$ cat src/rtl/if0_pkg.sv
// -----------------------------------------------------------------------------
// if0_pkg
// Shared types and constants for the IF0 fetch-PC generator.
//   if0_state_e  : fetch sequencing state (normal / delay-slot pending)
//   IF0_RESET_PC : default boot / flush PC
//   INST_BYTES   : bytes per instruction slot
// -----------------------------------------------------------------------------
package if0_pkg;

    typedef enum logic [0:0] {
        IF0_NORMAL     = 1'b0,
        IF0_DS_PENDING = 1'b1
    } if0_state_e;

    localparam logic [31:0] IF0_RESET_PC = 32'hBFC00000;
    localparam int unsigned INST_BYTES   = 4;

endpackage

$ cat src/rtl/if0_first_taken.sv
// -----------------------------------------------------------------------------
// if0_first_taken
// Combinational priority encoder: finds the lowest slot at or above the fetch
// offset whose NLP entry is both valid and predicted taken.
//   valid [FETCH_WIDTH] : per-slot NLP hit
//   taken [FETCH_WIDTH] : per-slot NLP taken
//   off   [SLOT_BITS]   : first live slot of the current fetch group
//   hit                 : some live slot is predicted taken
//   k     [SLOT_BITS]   : index of that slot (0 when hit is low)
// -----------------------------------------------------------------------------
module if0_first_taken #(
    parameter int unsigned FETCH_WIDTH = 2,
    localparam int unsigned SLOT_BITS  = (FETCH_WIDTH > 1) ? $clog2(FETCH_WIDTH) : 1
) (
    input  logic [FETCH_WIDTH-1:0] valid,
    input  logic [FETCH_WIDTH-1:0] taken,
    input  logic [SLOT_BITS-1:0]   off,
    output logic                   hit,
    output logic [SLOT_BITS-1:0]   k
);

    // Scan high to low so the lowest qualifying slot is the last one written.
    always_comb begin
        hit = 1'b0;
        k   = '0;
        for (int i = int'(FETCH_WIDTH) - 1; i >= 0; i--) begin
            if (valid[i] && taken[i] && (i >= int'(off))) begin
                hit = 1'b1;
                k   = SLOT_BITS'(i);
            end
        end
    end

endmodule

$ cat src/rtl/if0_pc_gen.sv
// -----------------------------------------------------------------------------
// if0_pc_gen
// IF0 fetch-PC generator for a FETCH_WIDTH-wide fetch group. Selects the next
// fetch PC from backend redirect, IF3 redirect, pending delay-slot target, NLP
// taken prediction or the next sequential aligned group, in that priority.
// A taken branch in the last slot of a group needs its delay slot fetched
// first, so the target is parked in ds_target and a one-slot fetch of the next
// group is issued before jumping.
//
// Ports:
//   clk, rst                 : clock, synchronous active-high reset
//   flush_i                  : reload RESET_PC
//   pause_i                  : hold PC and state
//   bk_redirect_valid_i/pc_i : backend redirect
//   bk_ready_o               : backend redirect accept (always 1)
//   if3_redirect_i/pc_i      : IF3 predecode redirect
//   nlp_valid_i/taken_i      : per-slot NLP hit / taken
//   nlp_target_i             : per-slot targets, slot k at [32k+31:32k]
//   pc_o                     : current fetch PC (registered)
//   npc_o                    : next sequential aligned group address
//   fetch_mask_o             : valid slots of the current fetch
//   ds_only_o                : current fetch is a delay-slot-only fetch
//
// Optional feature, macro IF0_PERF_CNT_EN:
//   redirect_cnt_o  : saturating count of accepted backend/IF3 redirects
//   ds_bubble_cnt_o : saturating count of delay-slot target jumps
//   Both clear on rst only.
// -----------------------------------------------------------------------------
module if0_pc_gen
    import if0_pkg::*;
#(
    parameter int unsigned FETCH_WIDTH = 2,
    parameter logic [31:0] RESET_PC    = IF0_RESET_PC
) (
    input  logic                      clk,
    input  logic                      rst,
    input  logic                      flush_i,
    input  logic                      pause_i,
    input  logic                      bk_redirect_valid_i,
    input  logic [31:0]               bk_redirect_pc_i,
    output logic                      bk_ready_o,
    input  logic                      if3_redirect_i,
    input  logic [31:0]               if3_redirect_pc_i,
    input  logic [FETCH_WIDTH-1:0]    nlp_valid_i,
    input  logic [FETCH_WIDTH-1:0]    nlp_taken_i,
    input  logic [32*FETCH_WIDTH-1:0] nlp_target_i,
    output logic [31:0]               pc_o,
    output logic [31:0]               npc_o,
    output logic [FETCH_WIDTH-1:0]    fetch_mask_o,
    output logic                      ds_only_o
`ifdef IF0_PERF_CNT_EN
    ,
    output logic [31:0]               redirect_cnt_o,
    output logic [31:0]               ds_bubble_cnt_o
`endif
);

    localparam int unsigned SLOT_BITS   = (FETCH_WIDTH > 1) ? $clog2(FETCH_WIDTH) : 1;
    localparam logic [31:0] GROUP_BYTES = 32'(FETCH_WIDTH * INST_BYTES);

    logic [31:0]          pc_q, pc_d;
    logic [31:0]          ds_target_q, ds_target_d;
    if0_state_e           state_q, state_d;

    logic [31:0]          group_base;
    logic [31:0]          group_next;
    logic [SLOT_BITS-1:0] slot_off;

    logic                 taken_hit;
    logic [SLOT_BITS-1:0] taken_k;
    logic [31:0]          taken_target;
    logic                 taken_last;

    // ------------------------------------------------------------------
    // Group alignment of the current PC
    // ------------------------------------------------------------------
    always_comb begin
        group_base = pc_q & ~(GROUP_BYTES - 32'd1);
        group_next = group_base + GROUP_BYTES;
        if (FETCH_WIDTH > 1) begin
            slot_off = pc_q[SLOT_BITS+1:2];
        end else begin
            slot_off = '0;
        end
    end

    // ------------------------------------------------------------------
    // First taken prediction at or above the entry slot
    // ------------------------------------------------------------------
    if0_first_taken #(
        .FETCH_WIDTH (FETCH_WIDTH)
    ) u_first_taken (
        .valid (nlp_valid_i),
        .taken (nlp_taken_i),
        .off   (slot_off),
        .hit   (taken_hit),
        .k     (taken_k)
    );

    always_comb begin
        taken_target = nlp_target_i[31:0];
        for (int i = 0; i < int'(FETCH_WIDTH); i++) begin
            if (int'(taken_k) == i) begin
                taken_target = nlp_target_i[32*i +: 32];
            end
        end
    end

    // Branch in the last slot: its delay slot lives in the next group.
    assign taken_last = (int'(taken_k) == int'(FETCH_WIDTH) - 1);

    // ------------------------------------------------------------------
    // Next-PC selection
    // ------------------------------------------------------------------
    always_comb begin
        pc_d        = pc_q;
        state_d     = state_q;
        ds_target_d = ds_target_q;

        if (flush_i) begin
            pc_d        = RESET_PC;
            state_d     = IF0_NORMAL;
            ds_target_d = '0;
        end else if (bk_redirect_valid_i) begin
            // Redirects win over pause and a pending delay slot; the
            // backend and IF3 never wait on fetch.
            pc_d    = bk_redirect_pc_i;
            state_d = IF0_NORMAL;
        end else if (if3_redirect_i) begin
            pc_d    = if3_redirect_pc_i;
            state_d = IF0_NORMAL;
        end else if (pause_i) begin
            // hold everything
        end else if (state_q == IF0_DS_PENDING) begin
            pc_d    = ds_target_q;
            state_d = IF0_NORMAL;
        end else if (taken_hit && !taken_last) begin
            pc_d = taken_target;
        end else if (taken_hit) begin
            pc_d        = group_next;
            ds_target_d = taken_target;
            state_d     = IF0_DS_PENDING;
        end else begin
            pc_d = group_next;
        end
    end

    always_ff @(posedge clk) begin
        if (rst) begin
            pc_q        <= RESET_PC;
            state_q     <= IF0_NORMAL;
            ds_target_q <= '0;
        end else begin
            pc_q        <= pc_d;
            state_q     <= state_d;
            ds_target_q <= ds_target_d;
        end
    end

    // ------------------------------------------------------------------
    // Outputs
    // ------------------------------------------------------------------
    always_comb begin
        fetch_mask_o = '0;
        if (state_q == IF0_DS_PENDING) begin
            fetch_mask_o[0] = 1'b1;
        end else begin
            for (int i = 0; i < int'(FETCH_WIDTH); i++) begin
                fetch_mask_o[i] = (i >= int'(slot_off));
            end
        end
    end

    assign pc_o       = pc_q;
    assign npc_o      = group_next;
    assign ds_only_o  = (state_q == IF0_DS_PENDING);
    assign bk_ready_o = 1'b1;

`ifdef IF0_PERF_CNT_EN
    // ------------------------------------------------------------------
    // Performance counters (saturating, cleared by rst only)
    // ------------------------------------------------------------------
    logic        sel_redirect;
    logic        sel_ds_jump;
    logic [31:0] redirect_cnt_q;
    logic [31:0] ds_bubble_cnt_q;

    assign sel_redirect = !flush_i && (bk_redirect_valid_i || if3_redirect_i);
    assign sel_ds_jump  = !flush_i && !bk_redirect_valid_i && !if3_redirect_i && !pause_i &&
                          (state_q == IF0_DS_PENDING);

    always_ff @(posedge clk) begin
        if (rst) begin
            redirect_cnt_q  <= '0;
            ds_bubble_cnt_q <= '0;
        end else begin
            if (sel_redirect && (redirect_cnt_q != 32'hFFFFFFFF)) begin
                redirect_cnt_q <= redirect_cnt_q + 32'd1;
            end
            if (sel_ds_jump && (ds_bubble_cnt_q != 32'hFFFFFFFF)) begin
                ds_bubble_cnt_q <= ds_bubble_cnt_q + 32'd1;
            end
        end
    end

    assign redirect_cnt_o  = redirect_cnt_q;
    assign ds_bubble_cnt_o = ds_bubble_cnt_q;
`endif

endmodule

$ cat config.mk
export PLATFORM = sky130hd
export DESIGN_NAME = if0_pc_gen
export DESIGN_NICKNAME = d
export VERILOG_FILES = /design/src/rtl/if0_pkg.sv /design/src/rtl/if0_first_taken.sv /design/src/rtl/if0_pc_gen.sv
export SDC_FILE = /design/constraint.sdc
export NUM_CORES = 1
export LEC_CHECK = 0
export ABC_CLOCK_PERIOD_IN_PS = 3200
export CAP_MARGIN = 0
export CORE_ASPECT_RATIO = 2
export CORE_MARGIN = 2
export CORE_UTILIZATION = 30
export DETAILED_ROUTE_END_ITERATION = 10
export GPL_TIMING_DRIVEN = 0
export HOLD_SLACK_MARGIN = 0.12
export PLACE_DENSITY_LB_ADDON = 0.15
export SETUP_SLACK_MARGIN = 0.1
export SLEW_MARGIN = 20
export SYNTH_ARGS = -nofsm -noshare
export SYNTH_HDL_FRONTEND = slang
export SYNTH_SLANG_ARGS = --single-unit
$ cat constraint.sdc
create_clock -name clk -period 3.2 [get_ports clk]
set_input_delay 0.96 -clock clk [delete_from_list [all_inputs] [get_ports clk]]
set_output_delay 0.96 -clock clk [all_outputs]
set_load 0.005 [all_outputs]
# ---- After elaboration in Yosys (flattened, before gate mapping)
# Cells that the tools add are included.
dict set report totals {
  register_bits 65
  in_bits 138
  output_inout_bits 68
  wordCells 33
}
dict set report op_classes {
  add_sub_neg 1
  magnitude_cmp 1
  n_eq_ne 1
  n_mux 14
  bitwise_logic 5
  reduce_logical 8
}
# operator count
set op_table {}
lappend op_table {{$mux 32} 6}
lappend op_table {{$add 32x4->32 const B} 1}
lappend op_table {{$mux 1} 8}
lappend op_table {{$reduce_and 6->1} 1}
lappend op_table {{$not 1->1} 5}
lappend op_table {{$logic_and 1x1->1} 4}
lappend op_table {{$reduce_or 4->1} 1}
lappend op_table {{$ne 3x1->1 const B} 1}
lappend op_table {{$reduce_or 2->1} 1}
lappend op_table {{$ge 1x1->1 const A} 1}
lappend op_table {{$logic_not 1->1} 1}

# ---- Logic depth before layout (Yosys ltp)
dict set report depth {
  ltp_word 10
  depth_mapped 8
  depth_no_buf 6
}

# ---- By module
# Synthesis repeated with hierarchy kept, for this count alone.
dict set report hier_totals {
  hier_cells 588
  hier_area_um2 4568.1
}
# module n_inst cells_per_inst area_each_um2 seq_area_each_um2
set by_module_without_submodules {}
lappend by_module_without_submodules {if0_pc_gen 1 584 4545.6 1301.2}
lappend by_module_without_submodules {if0_first_taken 1 4 22.5 0.0}

# ---- Worst setup path before layout
# OpenSTA, ideal clock, no wires.
dict set report synth_path {
  path_kind {reg-to-output}
  start {register pc_q[13] (netlist: pc_o[13])}
  end {output npc_o[30]}
  arrival_time_ps 1563
  required_time_ps 2240
  slack_ps 677
  stages_incl_launch_ff 6
  path_buffers 1
  path_cell_list {dfxtp_1 > nand4_4 > or3_1 > buf_6 > nor4b_4 > xnor2_1}
}
dict set report synth_between {
  elab_chain_len 1
}
# element line_no
set synth_rtl {}
lappend synth_rtl {{start: declaration} if0_pc_gen.sv:61} ;# logic [31:0] pc_q, pc_d;
lappend synth_rtl {{start signal: assignment} if0_pc_gen.sv:154} ;# pc_q <= pc_d;
lappend synth_rtl {{$add 32x4->32} if0_pc_gen.sv:79} ;# group_next = group_base + GROUP_BYTES;
lappend synth_rtl {{end: declaration} if0_pc_gen.sv:48} ;# output logic [31:0] npc_o,
# Every way passes these cells.

# ---- Worst setup path after layout
dict set report layout_path {
  start {register pc_q[12] (netlist: pc_o[12])}
  end {output npc_o[29]}
}
# Same word-level chain as after synthesis.

==> results_dict.tcl <==
set metrics [dict create \
    pwr-share-clk_pct 41.3 \
    combinationalPowerShare_pct 24.0 \
    grt-ovfl-total 0 \
    clockBufferDepth 2 \
    setup.worst_path.class "reg -> out" \
    pre_cts_ws_ns -0.608 \
    status "complete, but fails checks" \
    synth_edf_count 0 \
    synth_top_area_share_pct 30.5 \
    reg2reg_depth 6 \
    path_max_fanout 5 \
    dp_cells 972 \
    netlist_area_um2 4270 \
    insertion_delay_ns 0.34 \
    critPathBufInv 4 \
    seqPwrFrac_pct 34.7 \
    drv_slew 0 \
    vias_per_cell 5.52 \
    violations "negative setup slack" \
    internal-power_mw 1.78 \
    drc 0 \
    grt_pass1_wl_mm 33.1 \
    r2r-end "pc_o[10]$_SDFFE_PP0P_" \
    syn_avg_cell_area_um2 7.36 \
    power_density_nw_per_um2 334 \
    drv_cap 0 \
    critPathTopFamily "simple AND/OR/NAND/NOR gates" \
    start_kind "register" \
    ys_seq_area_share_pct 30.5 \
    final_hold_viol_count 0 \
    fin_skew_ns 0.0107 \
    crit_path_top_delay_cell "or3_1" \
    crit_path_frequent_cell "buf_6" \
    switchingPower_mw 0.746 \
    synth_cell_types 73 \
    yosysTopAreaCell "dfxtp_1" \
    crit_chain "nand4_4, or3_1, buf_6, buf_6, buf_6, nor4_4, xor2_2, buf_2" \
    hold_buffers 0 \
    yosysWarnings 0 \
    synth_commonest_cells "nand2_1 (111), a21oi_1 (68), dfxtp_1 (65)" \
    end_kind "primary output" \
    syn_inst 580 \
    postLayoutCellArea_um2 7560 \
    grt_use_total_pct 29.3 \
    yosys_most_used_dff "dfxtp_1" \
    grt_max_degree 14 \
    synthArstFlopShare_pct 0 \
    antenna_found_initial 1 \
    num_rows 61 \
    boundaryPins 206 \
    die_y_um 173 \
    switching_share_pct 29.5 \
    regToRegSetupSlack_ns 0.74 \
    vias 5700 \
    synth_most_common_cell "nand2_1" \
    fin_cells 1033 \
    rsz0062_at_grt "yes" \
    cp_slowest_stage_delay_ns 0.40 \
    synth.area.top_cells "dfxtp_1 (30%), nand2_1 (9.8%), a21oi_1 (8.0%)" \
    die-width_um 88.4 \
    syn_to_final_growth_pct 76.9 \
    cts_sinks 65 \
    routabilityCongestion 0.944 \
    final_antenna_net_count 0 \
    cts_inserted_buffers 9 \
    avgRoutedWirePerCell_um 22.1 \
    post-route-min-period_ns 3.21 \
    required_ns 2.24 \
    fmax_ghz 0.312 \
    start_util_pct 30.8 \
    hold_end "ds_target_q[4]$_SDFFE_PP0P_" \
    die-area_um2 15300 \
    hp-class "reg -> reg" \
    path_clk_slew_ns 0.06 \
    firstDrtPassIters 5 \
    cp.arrival_ns 2.25 \
    ctsRootBufferMaster "clkbuf_16" \
    hpwl_mm 17.6 \
    holdCritStartpoint "ds_target_q[4]$_SDFFE_PP0P_" \
    min_delay_path_depth 2 \
    grt_pass1_vias 5741 \
    nNetsFinal 977 \
    finalCritPeriodShare_pct 100 \
    dpl_cell_area_um2 6530 \
    coreArea_um2 13900 \
    cts_tree "yes" \
    ys_ff_latch 65 \
    htree_levels 3 \
    drive_above_1_share_pct 19.7 \
    drt_iter0_drc 362 \
    tightestPinTransition_ns 0.729 \
    fin_ws_ns -0.00927 \
    wirelength_mm 22.8 \
    io_buffers 201 \
    p_leak_nw 2.95 \
    finalSetupViolations 1 \
    timing.rr.start "pc_o[2]$_SDFFE_PP0P_" \
    ir_drop_mv 0.251 \
    maxSlewHeadroom_pct 51.4 \
]
## power groups by stage
stage	Sequential (mW)	Combinational [mW]	Clock [mW]
after global placement	0.890	0.572	0
final	0.876	0.607	1.04
after global routing	0.879	0.647	1.08
after CTS	0.878	0.587	1.05
after detailed placement	0.892	0.572	0
after floorplan	0.882	0.214	0
## placed cells by master, fill, tap and decap left out, drive strengths merged, types with 4 or more instances in the layout
cell type / netlist / layout
o31ai: 6 / 6
or3: 8 / 8
a221oi: 8 / 8
xor2: 10 / 10
nand3: 20 / 20
clkdlybuf4s50: 0 / 180
nor3: 17 / 17
a31o: 4 / 4
nor2: 24 / 24
buf: 13 / 64
clkbuf: 38 / 48
a211o: 4 / 4
o22ai: 8 / 8
o221ai: 9 / 9
dlygate4sd2: 0 / 8
dlymetal6s2s: 0 / 5
o21ai: 33 / 33
conb: 2 / 4
inv: 10 / 12
o221a: 5 / 5
a21oi: 68 / 68
a221o: 7 / 7
nor4: 7 / 7
nand4: 8 / 8
nand2: 111 / 111
nor2b: 8 / 8
dfxtp: 65 / 65
xnor2: 15 / 15
a211oi: 8 / 8
and3: 7 / 7
## worst reg2reg max path, stage by stage, from the launching register on
cell and delay (ns):
dfxtp_1 0.52, and3b_1 0.22, clkbuf_1 0.24, nor2_2 0.48, clkbuf_2 0.41, o21ai_0 0.15
a221o_1 0.31
## what timing repair did
item	4_1_cts	5_1_grt
hold endpoints to repair	0	0
pin swaps	18	15
resized for setup	107	60
buffers inserted	26	19
gates cloned	0	0
setup endpoints to repair	53	56
## cell type report
| type | instances | area [um^2] |
|---|---|---|
| well taps | 189 | 236 |
| fillers | 1380 | 6330 |
| flip-flops and latches | 65 | 1340 |
| plain buffers | 50 | 280 |
| multi-input cells | 456 | 3000 |
| inverters | 10 | 37.5 |
| clock buffers | 9 | 225 |
| diodes | 1 | 2.50 |
| clock inverters | 7 | 77.6 |
| repair buffers | 246 | 2360 |
## routing by layer
| layer | GRT usage (%) | wire [um] |
|---|---|---|
| met5 | 0 | 0 |
| met4 | 17.8 | 1350 |
| met3 | 4.39 | 1370 |
| met1 | 30.8 | 7930 |
| met2 | 52.3 | 12100 |
## stage by stage
step | hold WS [ns] | power [mW] | util (%) | TNS (ns)
global route | 0.471 | 2.60 | 54.4 | -0.146
global placement | 0.443 | 1.46 | 47.0 | -16.27
floorplan | 0.433 | 1.10 | - | 0
finish | 0.455 | 2.53 | 54.4 | -0.00927
CTS | 0.456 | 2.51 | 52.4 | -0.120
detailed placement | 0.446 | 1.46 | 47.0 | -17.11
## sequential cells by signal (all words and copies together) (netlist names)
signal and flops:
ds_only_o 1, ds_target_q 32, pc_o 32
## logic make-up (layout without fill, tap and decap cells)
group | after synthesis | count (layout) | share of synthesized area (%)
and+or+nand+nor | 232 | 232 | 27.4
DFF | 65 | 65 | 30.5
other | 2 | 5 | 0.176
adders and majority gates | 1 | 1 | 0.293
buffers and inverters | 61 | 322 | 6.09
AOI/OAI and AO/OA | 190 | 190 | 29.5
xor gates and xnor gates | 25 | 25 | 5.13
muxes | 4 | 4 | 0.967
## worst max-delay path by stage
stage                     slack [ns]             startpoint                     to  cells after the start
after detailed placement       -0.61         nlp_valid_i[0]  pc_o[10]$_SDFFE_PP0P_                      7
after CTS                      -0.05   pc_o[9]$_SDFFE_PP0P_              npc_o[27]                      9
after global routing           -0.09  pc_o[12]$_SDFFE_PP0P_              npc_o[29]                      8
final                         -0.009  pc_o[12]$_SDFFE_PP0P_              npc_o[29]                      8
after floorplan                 0.68  pc_o[13]$_SDFFE_PP0P_              npc_o[30]                      5
after global placement         -0.63         nlp_valid_i[0]  pc_o[12]$_SDFFE_PP0P_                      7
Power figures use the tool's default switching activity.
